`src/rtl/viterbi_acs_scheduler.sv`:
```
// Trellis-step sequencer for the Viterbi add-compare-select datapath: issues one
// butterfly per cycle, aligns metric/survivor write strobes to ACS latency, swaps banks.
module viterbi_acs_scheduler #(
  parameter int NUM_BFLY = 32,
  parameter int ADDR_W   = 5,
  parameter int ACS_LAT  = 2,
  parameter int STEP_W   = 16
) (
  input  logic              clk,
  input  logic              rst,
  input  logic              sym_valid,
  output logic              sym_ready,
  input  logic              frame_start,
  input  logic              acs_beyond,
  output logic              acs_in_ena,
  output logic              acs_is_uniform,
  output logic [ADDR_W-1:0] bfly_idx,
  output logic              rd_bank,
  output logic              wr_en,
  output logic [ADDR_W-1:0] wr_addr,
  output logic              wr_bank,
  output logic              step_done,
  output logic [STEP_W-1:0] step_cnt,
  output logic              busy
);

  typedef enum logic [1:0] {IDLE, ISSUE, DRAIN, SWAP} state_t;

  localparam logic [ADDR_W-1:0] LAST_IDX   = ADDR_W'(NUM_BFLY - 1);
  localparam logic [2:0]        LAST_DRAIN = 3'(ACS_LAT - 1);

  state_t            state, state_nxt;
  logic              accept;
  logic              norm_pending;
  logic [2:0]        drain_cnt;
  logic [ACS_LAT-1:0] dl_ena;
  logic [ADDR_W-1:0] dl_idx [ACS_LAT];

  assign accept = sym_valid & sym_ready;

  always_ff @(posedge clk) begin
    if (rst) state <= IDLE;
    else     state <= state_nxt;
  end

  // NOTE: every output of this block is assigned a default before the case so
  // no path leaves a variable unassigned, which would infer a latch.
  always_comb begin
    state_nxt  = state;
    sym_ready  = 1'b0;
    acs_in_ena = 1'b0;
    step_done  = 1'b0;
    busy       = 1'b1;
    case (state)
      IDLE: begin
        sym_ready = 1'b1;
        busy      = 1'b0;
        if (sym_valid) state_nxt = ISSUE;
      end
      ISSUE: begin
        acs_in_ena = 1'b1;
        if (bfly_idx == LAST_IDX) state_nxt = DRAIN;
      end
      DRAIN: begin
        if (drain_cnt == LAST_DRAIN) state_nxt = SWAP;
      end
      SWAP: begin
        step_done = 1'b1;
        state_nxt = IDLE;
      end
      default: state_nxt = IDLE;
    endcase
  end

  // Step-level registers. The normalization offset is latched only at symbol
  // acceptance so the ACS never sees it change in the middle of a step.
  // NOTE: state registers use non-blocking assignments so every flop samples
  // pre-edge values regardless of statement order.
  always_ff @(posedge clk) begin
    if (rst) begin
      bfly_idx       <= '0;
      drain_cnt      <= '0;
      acs_is_uniform <= 1'b0;
      norm_pending   <= 1'b0;
      rd_bank        <= 1'b0;
      step_cnt       <= '0;
    end else begin
      if (accept) begin
        bfly_idx     <= '0;
        norm_pending <= 1'b0;
        if (frame_start) begin
          rd_bank        <= 1'b0;
          step_cnt       <= '0;
          acs_is_uniform <= 1'b0;
        end else begin
          acs_is_uniform <= norm_pending;
        end
      end else if ((state == ISSUE || state == DRAIN) && acs_beyond) begin
        norm_pending <= 1'b1;
      end

      if (state == ISSUE)
        bfly_idx <= (bfly_idx == LAST_IDX) ? '0 : bfly_idx + ADDR_W'(1);

      drain_cnt <= (state == DRAIN) ? drain_cnt + 3'd1 : 3'd0;

      if (state == SWAP) begin
        rd_bank  <= ~rd_bank;
        step_cnt <= step_cnt + STEP_W'(1);
      end
    end
  end

  // NOTE: this delay line is reset on purpose: a reset mid-step must discard
  // in-flight writes, so stale entries may not reach wr_en.
  always_ff @(posedge clk) begin
    if (rst) begin
      dl_ena <= '0;
      for (int i = 0; i < ACS_LAT; i++) dl_idx[i] <= '0;
    end else begin
      dl_ena[0] <= acs_in_ena;
      dl_idx[0] <= bfly_idx;
      for (int i = 1; i < ACS_LAT; i++) begin
        dl_ena[i] <= dl_ena[i-1];
        dl_idx[i] <= dl_idx[i-1];
      end
    end
  end

  assign wr_en   = dl_ena[ACS_LAT-1];
  assign wr_addr = dl_idx[ACS_LAT-1];
  assign wr_bank = ~rd_bank;

endmodule

```
`config.mk`:
```
export PLATFORM = sky130hd
export DESIGN_NAME = viterbi_acs_scheduler
export DESIGN_NICKNAME = d
export VERILOG_FILES = /design/src/rtl/viterbi_acs_scheduler.sv
export SDC_FILE = /design/constraint.sdc
export NUM_CORES = 1
export LEC_CHECK = 0
export CAP_MARGIN = 40
export CORE_MARGIN = 5
export CORE_UTILIZATION = 53
export DETAILED_ROUTE_END_ITERATION = 8
export GPL_TIMING_DRIVEN = 0
export PLACE_DENSITY = 0.83
export SYNTH_ARGS = -nofsm -noshare
export SYNTH_HDL_FRONTEND = slang
export SYNTH_SLANG_ARGS = --single-unit
```
`constraint.sdc`:
```
create_clock -name clk -period 3.8 [get_ports clk]
set_input_delay 0.76 -clock clk [delete_from_list [all_inputs] [get_ports clk]]
set_output_delay 0.76 -clock clk [all_outputs]
set_load 0.01 [all_outputs]
```
==> flow_metrics.env <==
export IMPL_vias_per_cell=5.211
export IMPL_setup_viol=0
export IMPL_power_leakage_nw=0.8445
export IMPL_power_density_mw_per_mm2=472.5
export IMPL_whs_ns=0.4500
export IMPL_ir_drop_mv=0.3289
export IMPL_htreeDepth=2
export IMPL_cts_sinks=41
export IMPL_yosys_most_used_dff="dfxtp_1"
export IMPL_setup_tns_ns=0
export IMPL_drt_iter0_markers=69
export IMPL_nNetsFinal=252
export IMPL_hpwl_um=2624
export IMPL_crit_path_end_kind="output port"
export IMPL_grt_overflow=0
export IMPL_slew_headroom_pct=66.45
export IMPL_ios=39
export IMPL_design_core_area_sq_mm=0.003311
export IMPL_dieArea_sq_mm=0.004657
export IMPL_cpMaxStageDelayCell="clkdlybuf4s50_1"
export IMPL_cp_required_ns=3.04
export IMPL_yosysWarnings=0
export IMPL_path_class="flip-flop to output port"
export IMPL_cts_tree="yes"
export IMPL_cts_buffers=5
export IMPL_busiest_layer="met2"
export IMPL_worstHoldPathType="flip-flop to flip-flop"
export IMPL_syn_num_nets=208
export IMPL_drive_above_1_share_pct=9.664
export IMPL_period_needed_ns=2.667
export IMPL_synth_seq_cells=41
export IMPL_yosys_area_top_type="dfxtp_1"
export IMPL_rows=21
export IMPL_grt_pass1_vias=1383
export IMPL_cts_setup_buffers=0
export IMPL_synthCells=193
export IMPL_io_buffer_count=37
export IMPL_synth_edf_count=0
export IMPL_synth_distinct_cells=40
export IMPL_grt_pass1_wl_um=6154
export IMPL_initial_utilization_pct=54.31
export IMPL_clkTransAtPathRegs_ns=0.13
export IMPL_status="completed"
export IMPL_use_met2_pct=27.68
export IMPL_n_fill_cell=280
export IMPL_cts_buffer_depth=2
export IMPL_worst_pin_slew_ns=0.5033
export IMPL_syn_area_sq_mm=0.001798
export IMPL_rsz0062_at_grt="false"
export IMPL_grt_met1_usage_pct=22.42
export IMPL_wl_per_cell_um=12.51
export IMPL_wl_um=3554
export IMPL_max_freq_mhz=375.0
export IMPL_finalHoldViolCount=0
export IMPL_clock_skew_ns=0.006407
export IMPL_post_route_util_pct=69.77
export IMPL_crit_path_max_incr_delay_ns=0.53
export IMPL_drtAntennaViolNets=0
export IMPL_synth_top_area_share_pct=45.65
export IMPL_worstPathArrival_ns=1.91
export IMPL_area_growth_pct=28.46
export IMPL_ctsResizeCount=0
export IMPL_synth_area_top_cells="dfxtp_1 (46%), ha_1 (7.0%), nor2b_1 (4.9%), a21oi_1 (4.5%), nor2_1 (3.5%)"
export IMPL_synth_seq_area_share_pct=45.65
export IMPL_reg2reg_slack_ns=1.95
export IMPL_path_cells="inv_1 -> ha_1 -> clkbuf_1 -> inv_1 -> clkdlybuf4s50_1"
export IMPL_slew_violations=0
export IMPL_drt_pass1_iter_count=4
export IMPL_synth_area_per_cell_sq_um=9.316
export IMPL_grt_antenna_before_repair=0
export IMPL_grt_max_degree=15
export IMPL_drc_errors=0
export IMPL_worstSetupStartpointType="flip-flop"
export IMPL_place_gp_congestion=0.7502
export IMPL_route_vias_total=1480
export IMPL_die_w_um=68.25
export IMPL_postCtsHoldBufs=0
export IMPL_worstSkewPairLatency_ns=0.35
export IMPL_async_flop_share_pct=0
export IMPL_antenna_cells=0
export IMPL_period_share_pct=70.18
export IMPL_cp_common_cell="inv_1"
export IMPL_holdPathStages=1
export IMPL_grt_total_usage_pct=17.40
export IMPL_grt_use_met3_pct=4.105
export IMPL_cap_violations=0
export IMPL_die_h_um=68.25
export IMPL_root_buffer="clkbuf_4"
export IMPL_crit_fanout=8
export IMPL_ff2ff_path_depth=6
path summary, 6_finish.rpt:
kind                            from                   endpoint
max            state[0]$_SDFFE_PP0P_                       busy
min          dl_idx[0][3]$_SDFF_PP0_    dl_idx[0][8]$_SDFF_PP0_
max reg2reg    state[1]$_SDFFE_PP0P_  step_cnt[10]$_SDFFE_PP0P_
min reg2reg  dl_idx[0][3]$_SDFF_PP0_    dl_idx[0][8]$_SDFF_PP0_
cells by family (layout without fill, tap and decap cells):
family                     after synthesis  count (layout)  share of synthesized area (%)
muxes                                    5               5                          3.062
adders and majority gates               10              10                          6.959
and+or+nand+nor                         74              74                          23.38
DFF                                     41              41                          45.65
AOI/OAI and AO/OA                       36              36                          12.94
buffers and inverters                   24              69                          6.541
xor gates and xnor gates                 3               3                          1.462
metal layers:
metal  share of wire (%)  vias to the layer above  wire length [um]
li1                    -                      769                 -
met1                  49                      676              1724
met4                 1.5                        0                53
met5                   0                        -                 0
met2                  46                       28              1641
met3                 3.8                        7               134
state kept, by name, indices dropped and copies added (netlist names):
register / count
step_cnt: 16
dl_idx: 10
bfly_idx: 5
drain_cnt: 3
dl_ena: 2
state: 2
acs_is_uniform: 1
norm_pending: 1
rd_bank: 1
final cells by class:
type | count | area (sq um) | area share [%]
buffer | 14 | 80.08 | 3.467
clock buffer | 5 | 37.54 | 1.625
clock inverter | 3 | 46.29 | 2.004
inverter | 10 | 37.54 | 1.625
multi-input combinational | 128 | 859.6 | 37.22
sequential | 41 | 820.8 | 35.54
tap | 46 | 57.56 | 2.492
timing repair buffer | 37 | 370.4 | 16.03
Yosys cell counts (3+ instances only):
master and instances:
inv_1 10, o21ai_0 4, nand4b_1 3, nand2b_1 4
nor2_1 17, xnor2_1 3, or4_1 3, or3_1 4
clkbuf_1 6, a211oi_1 3, nor4_1 3, ha_1 10
buf_4 5, dfxtp_1 41, o211ai_1 3, a21oi_1 16
nand2_1 5, mux2_2 4, nor2b_1 14, nand3_1 9
through the flow:
stage	cells	setup slack, ns	instance area (sq um)	total power (W)
floorplan	193	2.049	1798	0.0006967
global placement	276	1.423	2226	0.0008083
detailed placement	276	1.417	2226	0.0008147
CTS	284	1.101	2310	0.001103
global route	284	0.9840	2310	0.001164
finish	284	1.133	2310	0.001091
layout by cell type, fill, tap and decap left out, types with 2 or more instances in the layout:
cell type / count
nor2_1: 17
dfxtp_1: 41
nand3_1: 9
o21ai_0: 4
buf_4: 5
nand2b_1: 4
or3_1: 4
a22oi_1: 2
mux2_2: 4
clkdlybuf4s50_1: 37
nor2b_1: 14
nand4_1: 2
nor3b_1: 2
nor3_1: 2
nand2_1: 5
a211oi_1: 3
a21oi_1: 16
or4_1: 3
inv_1: 10
nand4b_1: 3
ha_1: 10
clkbuf_4: 5
o311ai_0: 2
xnor2_1: 3
o211ai_1: 3
clkbuf_1: 6
nand3b_1: 2
nor4_1: 3
power by group:
group          leakage (nW)  switching, W  internal, W
clock network        0.0414      0.000149     0.000139
logic                 0.472      0.000172     0.000145
registers             0.331     0.0000244     0.000462
total                 0.844      0.000345     0.000746
critical path: cells and delay by family (launching register included):
family     cells  cell delay, ns
fa+ha+maj      1            0.22
buf+inv        4            0.92
flops          1            0.41
Note: power is estimated with default switching activity, not from simulation.
